[src/rtl/fpga_uart_reporter_pkg.sv]
// Shared FSM state type, ASCII constants and hex-digit helpers for the UART reporter.
package fpga_uart_reporter_pkg;

   typedef enum logic [1:0] {
      ST_IDLE,
      ST_LOAD,
      ST_SEND,
      ST_DONE
   } state_e;

   localparam logic [7:0] ASCII_CR = 8'h0D;
   localparam logic [7:0] ASCII_LF = 8'h0A;

   function automatic logic [7:0] nibble_to_ascii(input logic [3:0] nib);
      return (nib < 4'd10) ? (8'h30 + {4'h0, nib}) : (8'h37 + {4'h0, nib});
   endfunction

   // Character idx of a report line: eight hex digits MSB first, then CR, then LF.
   function automatic logic [7:0] line_char(input logic [31:0] word, input logic [3:0] idx);
      logic [4:0] lsb;
      lsb = {3'd7 - idx[2:0], 2'b00};
      if (idx < 4'd8) begin
         return nibble_to_ascii(word[lsb +: 4]);
      end else if (idx == 4'd8) begin
         return ASCII_CR;
      end else begin
         return ASCII_LF;
      end
   endfunction

endpackage

[src/rtl/fpga_uart_reporter_if.sv]
// Reporter bundle: observed word and force request in, serial line and status out.
interface fpga_uart_reporter_if;
   logic [31:0] data_in;
   logic        force_send;
   logic        tx;
   logic        busy;
   logic [15:0] lines_sent;

   modport master (
      output data_in,
      output force_send,
      input  tx,
      input  busy,
      input  lines_sent
   );

   modport slave (
      input  data_in,
      input  force_send,
      output tx,
      output busy,
      output lines_sent
   );
endinterface

[src/rtl/uart_tx_byte.sv]
// 8N1 byte serializer; a start pulse on the last stop-bit cycle chains frames with no gap.
module uart_tx_byte #(
   parameter int CLKS_PER_BIT = 868
) (
   input  logic       clk,
   input  logic       rst,
   input  logic       start_i,
   input  logic [7:0] byte_i,
   output logic       done_o,
   output logic       tx_o
);
   localparam int CNT_W = (CLKS_PER_BIT > 1) ? $clog2(CLKS_PER_BIT) : 1;
   localparam logic [CNT_W-1:0] CNT_LAST = CNT_W'(CLKS_PER_BIT - 1);

   logic [CNT_W-1:0] cnt_q;
   logic [3:0]       bit_q;
   logic [8:0]       shift_q;
   logic             active_q;
   logic             tx_q;
   logic             bit_end;

   assign bit_end = (cnt_q == CNT_LAST);
   // Asserted during the final cycle of the stop bit so the next frame can follow immediately.
   assign done_o  = active_q && bit_end && (bit_q == 4'd9);
   assign tx_o    = tx_q;

   always_ff @(posedge clk or negedge rst) begin
      if (!rst) begin
         cnt_q    <= '0;
         bit_q    <= '0;
         shift_q  <= '1;
         active_q <= 1'b0;
         tx_q     <= 1'b1;
      end else if (start_i) begin
         cnt_q    <= '0;
         bit_q    <= '0;
         shift_q  <= {1'b1, byte_i};
         active_q <= 1'b1;
         tx_q     <= 1'b0;
      end else if (active_q) begin
         if (bit_end) begin
            cnt_q <= '0;
            if (bit_q == 4'd9) begin
               active_q <= 1'b0;
               tx_q     <= 1'b1;
            end else begin
               bit_q   <= bit_q + 4'd1;
               tx_q    <= shift_q[0];
               shift_q <= {1'b1, shift_q[8:1]};
            end
         end else begin
            cnt_q <= cnt_q + CNT_W'(1);
         end
      end
   end
endmodule

[src/rtl/fpga_uart_reporter.sv]
// Reports the observed 32-bit word as an "XXXXXXXX\r\n" line over UART whenever it changes or on request.
module fpga_uart_reporter
   import fpga_uart_reporter_pkg::*;
#(
   parameter int CLKS_PER_BIT = 868
) (
   input logic                 clk,
   input logic                 rst,
   fpga_uart_reporter_if.slave bus
);
   localparam int         CHARS_PER_LINE = 10;
   localparam logic [3:0] LAST_CHAR      = 4'(CHARS_PER_LINE - 1);

   state_e      state_q;
   logic [31:0] snap_q;
   logic [31:0] last_q;
   logic        reported_q;
   logic        pend_q;
   logic        busy_q;
   logic [3:0]  char_idx_q;
   logic [7:0]  next_byte_q;
   logic [15:0] lines_q;

   logic        trigger;
   logic        fire;
   logic        ser_start;
   logic [7:0]  ser_byte;
   logic        ser_done;

   assign trigger = !busy_q && (bus.force_send || pend_q || !reported_q || (bus.data_in != last_q));
   assign fire    = (state_q == ST_IDLE) && trigger;
   // The first character is taken straight from data_in so its start bit lands on the cycle after the trigger.
   assign ser_start = fire || ((state_q == ST_SEND) && ser_done && (char_idx_q != LAST_CHAR));
   assign ser_byte  = fire ? nibble_to_ascii(bus.data_in[31:28]) : next_byte_q;

   uart_tx_byte #(
      .CLKS_PER_BIT(CLKS_PER_BIT)
   ) u_tx (
      .clk    (clk),
      .rst    (rst),
      .start_i(ser_start),
      .byte_i (ser_byte),
      .done_o (ser_done),
      .tx_o   (bus.tx)
   );

   always_ff @(posedge clk or negedge rst) begin
      if (!rst) begin
         state_q     <= ST_IDLE;
         snap_q      <= '0;
         last_q      <= '0;
         reported_q  <= 1'b0;
         pend_q      <= 1'b0;
         busy_q      <= 1'b0;
         char_idx_q  <= '0;
         next_byte_q <= '0;
         lines_q     <= '0;
      end else begin
         if (bus.force_send && (state_q != ST_IDLE)) begin
            pend_q <= 1'b1;
         end
         case (state_q)
            ST_IDLE: begin
               if (fire) begin
                  snap_q     <= bus.data_in;
                  char_idx_q <= '0;
                  busy_q     <= 1'b1;
                  pend_q     <= 1'b0;
                  state_q    <= ST_LOAD;
               end
            end
            ST_LOAD: begin
               next_byte_q <= line_char(snap_q, char_idx_q + 4'd1);
               state_q     <= ST_SEND;
            end
            ST_SEND: begin
               if (ser_done) begin
                  if (char_idx_q == LAST_CHAR) begin
                     busy_q  <= 1'b0;
                     state_q <= ST_DONE;
                  end else begin
                     char_idx_q <= char_idx_q + 4'd1;
                     state_q    <= ST_LOAD;
                  end
               end
            end
            ST_DONE: begin
               last_q     <= snap_q;
               reported_q <= 1'b1;
               lines_q    <= lines_q + 16'd1;
               state_q    <= ST_IDLE;
            end
            default: state_q <= ST_IDLE;
         endcase
      end
   end

   assign bus.busy       = busy_q;
   assign bus.lines_sent = lines_q;
endmodule

[src/flat_wrapper.sv]
// flat-port wrapper written by rule: the top's interface ports become plain ports
module fpga_uart_reporter_flat import fpga_uart_reporter_pkg::*;
#(
   parameter int CLKS_PER_BIT = 868
)
  (clk, rst, bus_data_in, bus_force_send, bus_tx, bus_busy, bus_lines_sent);
  fpga_uart_reporter_if bus_i ();
  input logic clk;
  input logic rst;
  input wire logic [$bits(bus_i.data_in)-1:0] bus_data_in;
  input wire logic [$bits(bus_i.force_send)-1:0] bus_force_send;
  output wire logic [$bits(bus_i.tx)-1:0] bus_tx;
  output wire logic [$bits(bus_i.busy)-1:0] bus_busy;
  output wire logic [$bits(bus_i.lines_sent)-1:0] bus_lines_sent;
  assign bus_i.data_in = bus_data_in;
  assign bus_i.force_send = bus_force_send;
  assign bus_tx = bus_i.tx;
  assign bus_busy = bus_i.busy;
  assign bus_lines_sent = bus_i.lines_sent;
  fpga_uart_reporter #(.CLKS_PER_BIT(CLKS_PER_BIT)) u_core (.clk(clk), .rst(rst), .bus(bus_i));
endmodule
[config.mk]
export PLATFORM = sky130hd
export DESIGN_NAME = fpga_uart_reporter_flat
export DESIGN_NICKNAME = d
export VERILOG_FILES = /design/src/rtl/fpga_uart_reporter_pkg.sv /design/src/rtl/fpga_uart_reporter_if.sv /design/src/rtl/uart_tx_byte.sv /design/src/rtl/fpga_uart_reporter.sv /design/src/flat_wrapper.sv
export SDC_FILE = /design/constraint.sdc
export NUM_CORES = 1
export LEC_CHECK = 0
export CORE_MARGIN = 2
export CORE_UTILIZATION = 45
export CTS_CLUSTER_DIAMETER = 200
export DETAILED_ROUTE_END_ITERATION = 6
export PLACE_DENSITY_LB_ADDON = 0.3
export SETUP_SLACK_MARGIN = 0.1
export SLEW_MARGIN = 5
export SYNTH_ARGS = -nofsm -noshare
export SYNTH_HDL_FRONTEND = slang
export SYNTH_HIERARCHICAL = 1
export SYNTH_SLANG_ARGS = --single-unit
[constraint.sdc]
create_clock -name clk -period 2.52 [get_ports clk]
set_input_delay 0.63 -clock clk [delete_from_list [all_inputs] [get_ports clk]]
set_output_delay 0.63 -clock clk [all_outputs]
set_load 0.05 [all_outputs]
Word-level counts from Yosys, hierarchy flattened

Index checks and enable logic that the tools add are counted.

$add $sub $neg: 9
$mul: 0
Div/mod/pow operators: 0
Magnitude comparators: 3
Equal/unequal tests: 14
Shift-type cells: 1
Muxes and demuxes: 39
Bitwise gates (word level): 0
Reductions and logical operators: 24

Operator list:

| operator                                                                 | count |
|---|---|
| 9-bit two-way mux                                                        | 4 |
| 8-bit two-way mux                                                        | 4 |
| 32-bit inequality test                                                   | 1 |
| 32-bit by 6-bit indexed part select with 4-bit output                    | 1 |
| 10-bit two-way mux                                                       | 3 |
| 6-bit by 4-bit adder with 7-bit output (first input constant)            | 4 |
| 4-bit two-way mux                                                        | 7 |
| 16-bit by 1-bit adder with 16-bit output (second input constant)         | 1 |
| 1-bit two-way mux                                                        | 14 |
| 4-bit == test (second input constant)                                    | 3 |
| 4-bit < comparator (second input constant)                               | 3 |
| 10-bit by 1-bit adder with 10-bit output (second input constant)         | 1 |
| 10-bit == test (second input constant)                                   | 1 |
| 4-bit by 1-bit adder with 4-bit output (second input constant)           | 2 |
| 2-bit case mux with 4 select lines                                       | 1 |
| 4-bit case mux with 2 select lines                                       | 1 |
| 4-bit AND reduction                                                      | 2 |
| 2-bit nonzero test                                                       | 4 |
| 1-bit logical AND                                                        | 7 |
| 2-bit two-way mux                                                        | 3 |
| 2-bit by 1-bit inequality test with 1-bit output (second input constant) | 3 |
| 2-bit AND reduction                                                      | 3 |
| 2-bit == test (second input constant)                                    | 2 |
| 1-bit logical OR                                                         | 4 |
| other kinds (9)                                                          | 11 |

Register bits after elaboration: 122
Latch bits: 0
RAM bits: 0
ROM bits: 0
Input bits: 35
Output and inout port bits: 18
Logic and storage cells: 104
Memories: 0

Depth between registers and ports, before layout

Depth after elaboration: 8
Depth in mapped cells: 13
Depth with buffers taken out: 11

Cells and area by module

Netlist, hierarchy kept.

Modules (own cells, without submodules):

| module             | instances | cells an instance | area each (um^2) | sequential area each (um^2) |
|---|---|---|---|---|
| fpga_uart_reporter | 1         | 370               | 4720.8           | 2402.3 |
| uart_tx_byte       | 1         | 128               | 1252.5           | 611.8 |

Least setup slack after synthesis

Ideal clock, no wire load.

Path type: reg-to-reg
Start point: reg u_core.u_tx.cnt_q[0]
End point: reg u_core.u_tx.bit_q[0]
Setup time: 0.132 ns
Arrival time: 2.591 ns
Data required time: 2.388 ns
Slack: -0.203 ns
Cell stages (with the launch flop): 12
Path buffers: 3
Clock period less this slack: 2.723 ns
Path through: dfrtp_1 ha_1 and4bb_2 nand4_1 nand2b_1 nor2_1 nand3_1 nand2_1 clkbuf_1 buf_2 buf_1 nor2_1

Cells in the longest elaborated chain, start to end: 8
Elaborated cells between the ends (all ways): 11
Those cells by class: 2 x eq/ne; 1 x mux; 8 x reduce/logical

RTL lines:

| what                                                                                                    | line                     | RTL |
|---|---|---|
| start: declaration                                                                                      | uart_tx_byte.sv:15       | `logic [CNT_W-1:0] cnt_q;` |
| start signal: assignment                                                                                | uart_tx_byte.sv:52       | `cnt_q <= cnt_q + CNT_W'(1);` |
| 10-bit == test (*)                                                                                      | uart_tx_byte.sv:22       | `assign bit_end = (cnt_q == CNT_LAST);` |
| 1-bit logical AND (*) (2 in series)                                                                     | uart_tx_byte.sv:24       | `assign done_o = active_q && bit_end && (bit_q == 4'd9);` |
| named net u_core.ser_done                                                                               | fpga_uart_reporter.sv:28 | `logic ser_done;` |
| 1-bit logical AND (*) (2 in series)                                                                     | fpga_uart_reporter.sv:33 | `assign ser_start = fire \|\| ((state_q == ST_SEND) && ser_done && (char_idx_q != LAST_CHAR));` |
| 1-bit logical OR (*)                                                                                    | fpga_uart_reporter.sv:33 |  |
| named net u_core.ser_start                                                                              | fpga_uart_reporter.sv:26 | `logic ser_start;` |
| 2-bit by 1-bit inequality test with 1-bit output (no line) / 2-bit nonzero test (equally long branches) | -                        |  |
| 3-bit AND reduction (no line)                                                                           | -                        |  |
| end signal: assignment                                                                                  | uart_tx_byte.sv:47       | `bit_q <= bit_q + 4'd1;` |
| end: declaration                                                                                        | uart_tx_byte.sv:16       | `logic [3:0] bit_q;` |

The timed path passes the listed nets; every way through them passes the cells marked *.
A chain may end at the register's enable or synchronous reset.

Final worst setup path

Start point: in bus_data_in[22]
End point: reg u_core.u_tx.cnt_q[8]

Cells in the longest elaborated chain, start to end: 6
Elaborated cells between the ends (all ways): 7
Those cells by class: 1 x eq/ne; 1 x mux; 5 x reduce/logical

RTL lines:

| what                                                            | line                     | RTL |
|---|---|---|
| start: declaration                                              | flat_wrapper.sv:10       | `input wire logic [$bits(bus_i.data_in)-1:0] bus_data_in;` |
| 32-bit inequality test (*)                                      | fpga_uart_reporter.sv:30 | `assign trigger = !busy_q && (bus.force_send \|\| pend_q \|\| !reported_q \|\| (bus.data_in != last_q));` |
| 1-bit logical OR (*)                                            | fpga_uart_reporter.sv:30 |  |
| 1-bit logical AND (*)                                           | fpga_uart_reporter.sv:30 |  |
| 1-bit logical AND (*)                                           | fpga_uart_reporter.sv:31 | `assign fire = (state_q == ST_IDLE) && trigger;` |
| 1-bit logical OR (*)                                            | fpga_uart_reporter.sv:33 |  |
| named net u_core.ser_start                                      | fpga_uart_reporter.sv:26 |  |
| 10-bit two-way mux / 2-bit nonzero test (equally long branches) | -                        |  |

Marks and branches as above.

==> flow_summary_export.csv <==
group,metric,value,unit
status,outcome,"finished clean",
final_layout,postLayoutCoreUtil,0.578,
pwr,static-leakage-power,3.63,nW
sta,slew_headroom,0.590,
clocking,clock_latency_of_the_later_clocked_register_in_the_worst_skew_pair,0.42,ns
placement,dpl.cell_count,740,
clocking,tritoncts.num_buffers,17,
route,route.detailed.drc,0,
worst_setup_path,r2r_start,"u_core/last_q[31]",
sta,hold_viol_final,0,
route,detailroute.via_count,4095,
clocking,maximum_number_of_buffers_from_clock_root_to_sink,2,
logic_synthesis,netlist-cell-type-count,62,
final_layout,layout.filler_cells,1062,
sta,fmax,415,MHz
final_layout,final_layout_size_suffix_gt1_frac,0.300,
logic_synthesis,synthSimpleGateAreaFrac,0.127,
logic_synthesis,synth_area_per_cell,12.0,um^2
logic_synthesis,syn_inst,498,
sta,number_of_endpoints_failing_setup_at_the_final_stage,0,
clocking,clock_sinks,120,
placement,place_hpwl,9120,um
logic_synthesis,synth_compound_gate_area_share,0.0528,
global_route,grt_antenna_before_repair,0,
route,wl_per_cell,16.6,um
floorplanning,ios,53,
final_layout,syn_to_final_growth,26.6,%
floorplanning,die_w,119,um
placement,gp_congestion,0.841,
route,first_iter_violations,170,
logic_synthesis,synth-adder-area-share,0.0168,
logic_synthesis,muxShareOfSynthArea,0.186,
worst_setup_path,timing.critical_path.slowest_cell_delay,0.40,ns
clocking,tritoncts,"done",
logic_synthesis,post_synth_main_area_contributors,"dfrtp_1, mux2_2, xnor2_1",
final_layout,finish.instance_area,0.00756,mm^2
placement,portBuffers,52,
worst_setup_path,critical_path.reg2reg.endpoint,"u_core/u_tx/cnt_q[8]",
worst_setup_path,worst-endpoint-arrival,2.72,ns
worst_setup_path,slowest_cell_on_the_critical_path,"nor4_2",
sta,timing.final.crit_share,0.957,
route,route.final.wire_length,12800,um
route,drt_pass1_iterations,6,
worst_setup_path,critical_path.max_fanout,4,
floorplanning,initial_utilization,0.456,
worst_setup_path,cp_capture_type,"register",
sta,rsz_0062_raised_after_global_routing,"yes",
sta,clock-skew-final,0.00844,ns
sta,drv_slew,0,
route,avgViaCountPerCell,5.30,
logic_synthesis,synth-seq-area-share,0.505,
logic_synthesis,synthDominantCellAreaShare,0.465,
route,postRouteAntennaNets,0,
clocking,cts-htree-levels,4,
worst_setup_path,regToRegSetupSlack,0.13,ns
worst_setup_path,ff2ff_path_depth,10,
min_path,min-delay-path-class,"in -> async",
clocking,clock-root-buffer,"clkbuf_16",
global_route,grt-ovfl-total,0,
floorplanning,die_area,0.0142,mm^2
placement,placed_cell_area,0.00688,mm^2
job,maxCapViolCount,0,
logic_synthesis,yosys_warnings,6,
pwr,pwrdens,566,mW/mm^2
worst_setup_path,worst_setup_path_startpoint,"bus_data_in[22]",
logic_synthesis,synth_enable_flop_cells,0,
logic_synthesis,async_flop_share,1.00,
worst_setup_path,critPathKind,"in -> reg",
logic_synthesis,ys_dominant_reg_cell,"dfrtp_1",
global_route,grt_pass1_vias,4304,
global_route,groute.usage.overall,0.194,
logic_synthesis,postSynthNetCount,541,
logic_synthesis,top_cell_type_by_total_area_after_synthesis,"dfrtp_1",
floorplanning,core.rowCount,42,
clocking,cts.reportedPaths.clkPinSlew,0.05,ns
logic_synthesis,main_combinational_cell_family_by_area_after_synthesis,"multiplexers",
final_layout,finish.cell_count_without_fillers,772,
floorplanning,core-area,0.0131,mm^2
logic_synthesis,synth_xor_area_frac,0.0863,
sta,hold_slack,0.233,ns
worst_setup_path,cp_cell_sequence,"dlygate4sd2_1 > xnor2_1 > nand4_1 > nor4_2 > nand4_1 > nand2_4 > nand2_4 > o211ai_1 > nor3_1 > xnor2_1 > nor2_1",
global_route,grt_pass1_wl,21300,um
worst_setup_path,worstPathRequired,2.83,ns
final_layout,diodes,0,
logic_synthesis,yosys_register_bits,120,
final_layout,fin_nets,629,
sta,layout_min_cycle_time,2.41,ns
sta,worst_slew_pin_slew,0.615,ns
worst_setup_path,type_of_origin_of_the_critical_path,"input pin",
floorplanning,height_of_the_die,119,um
sta,totalNegativeSetupSlack,0,ns
pwr,vdd.ir_drop.worst,404,uV
global_route,grt_max_degree,46,
logic_synthesis,syn-cell-area,0.00597,mm^2
[worst max-delay path, delay by kind of cell]
| family | cells | cell delay [ns] |
|---|---|---|
| XOR/XNOR | 2 | 0.33 |
| AND/OR/NAND/NOR | 7 | 1.21 |
| AO/OA/AOI/OAI | 1 | 0.29 |
| buffers and inverters | 1 | 0.25 |
[where the power goes]
part / switching, mW / internal [mW] / total (mW) / leakage [nW]
registers: 0.000354 / 1.93 / 1.93 / 1.60
logic: 0.0843 / 0.0751 / 0.159 / 1.77
clock network: 0.782 / 1.41 / 2.19 / 0.263
[registers in the layout (all words and copies together), names as in the netlist, 2 cells and up]
register	cells
u_core/state_q	2
u_core/char_idx_q	4
u_core/snap_q	32
u_core/u_tx/shift_q	8
u_core/u_tx/bit_q	4
u_core/u_tx/cnt_q	10
u_core/last_q	32
u_core/bus.lines_sent	16
u_core/next_byte_q	7
[how the worst max path moves through the flow]
stage	to	slack, ns	cells after the start
floorplan	u_core/u_tx/shift_q[6]	0.10	11
global placement	u_core/u_tx/tx_o	-0.67	11
detailed placement	u_core/u_tx/tx_o	-0.63	11
CTS	u_core/u_tx/cnt_q[8]	0.10	11
global route	u_core/u_tx/cnt_q[8]	-0.01	10
finish	u_core/u_tx/cnt_q[8]	0.11	11
[cell usage after synthesis, drive strengths merged, types with 2 or more instances]
| master | instances |
|---|---|
| o21ai | 13 |
| a21oi | 14 |
| mux2i | 12 |
| mux2 | 74 |
| nand4 | 15 |
| inv | 11 |
| nor3b | 4 |
| nand2 | 41 |
| o21a | 2 |
| ha | 8 |
| a31o | 3 |
| nor3 | 8 |
| xnor2 | 44 |
| dfstp | 9 |
| a22o | 2 |
| or3 | 5 |
| buf | 8 |
| o22ai | 3 |
| clkbuf | 10 |
| mux4 | 6 |
| a21o | 3 |
| dfrtp | 111 |
| nand2b | 3 |
| nor4 | 2 |
| nand3 | 16 |
| nor2 | 24 |
| xor2 | 14 |
| nor2b | 10 |
| and3 | 4 |
[kinds of logic (layout without fill, tap and decap cells)]
| kind of cell | Yosys count | after routing |
|---|---|---|
| compound gates | 48 | 48 |
| xor+xnor | 58 | 58 |
| fa+ha+maj | 8 | 8 |
| buf+inv | 29 | 127 |
| flops | 120 | 120 |
| mux | 92 | 92 |
| other cells | 1 | 1 |
| simple gates | 142 | 142 |
[stage by stage]
step / setup slack, ns / power [mW]
6_report: 0.108 / 4.28
5_1_grt: -0.0107 / 4.43
4_1_cts: 0.104 / 4.33
3_5_place_dp: -0.632 / 2.13
3_3_place_gp: -0.673 / 2.13
2_1_floorplan: 0.101 / 2.00
[per-layer routing]
metal,global-route usage,part of all wire,vias up
li1,-,-,1951
met1,0.237,0.43,2046
met2,0.332,0.51,76
met3,0.0426,0.036,22
met4,0.0811,0.022,0
met5,0,0,-
[cells in the final DEF, fill, tap and decap left out, types with 5 or more instances in the layout]
cell,n
nor3_1,7
buf_4,31
o21ai_0,11
a21oi_1,12
mux2_2,72
clkbuf_16,17
mux2i_1,11
dfstp_2,9
nor2b_1,10
or3_1,5
nand3_1,15
nand2_1,39
xor2_1,13
dlygate4sd2_1,11
dlymetal6s2s_1,7
nand4_1,15
clkbuf_1,5
nor2_1,22
inv_1,11
xnor2_1,40
clkdlybuf4s50_1,32
ha_1,5
dfrtp_1,110
[layout make-up]
| type | instances | area (um^2) | area share |
|---|---|---|---|
| Tap cell | 176 | 220 | 0.0291 |
| Timing Repair Buffer | 87 | 826 | 0.109 |
| Inverter | 11 | 41.3 | 0.00546 |
| Clock inverter | 4 | 45.0 | 0.00596 |
| Sequential cell | 120 | 3020 | 0.399 |
| Clock buffer | 25 | 485 | 0.0642 |
| Multi-Input combinational cell | 349 | 2930 | 0.387 |
[repair_timing]
| action | 4_1_cts | 5_1_grt |
|---|---|---|
| resized for setup | 27 | 17 |
| pin swaps | 15 | 13 |
| setup buffers | 3 | 0 |
| setup endpoints to repair | 57 | 50 |
| hold buffers | 0 | 0 |
(Power assumes the default switching activity.)
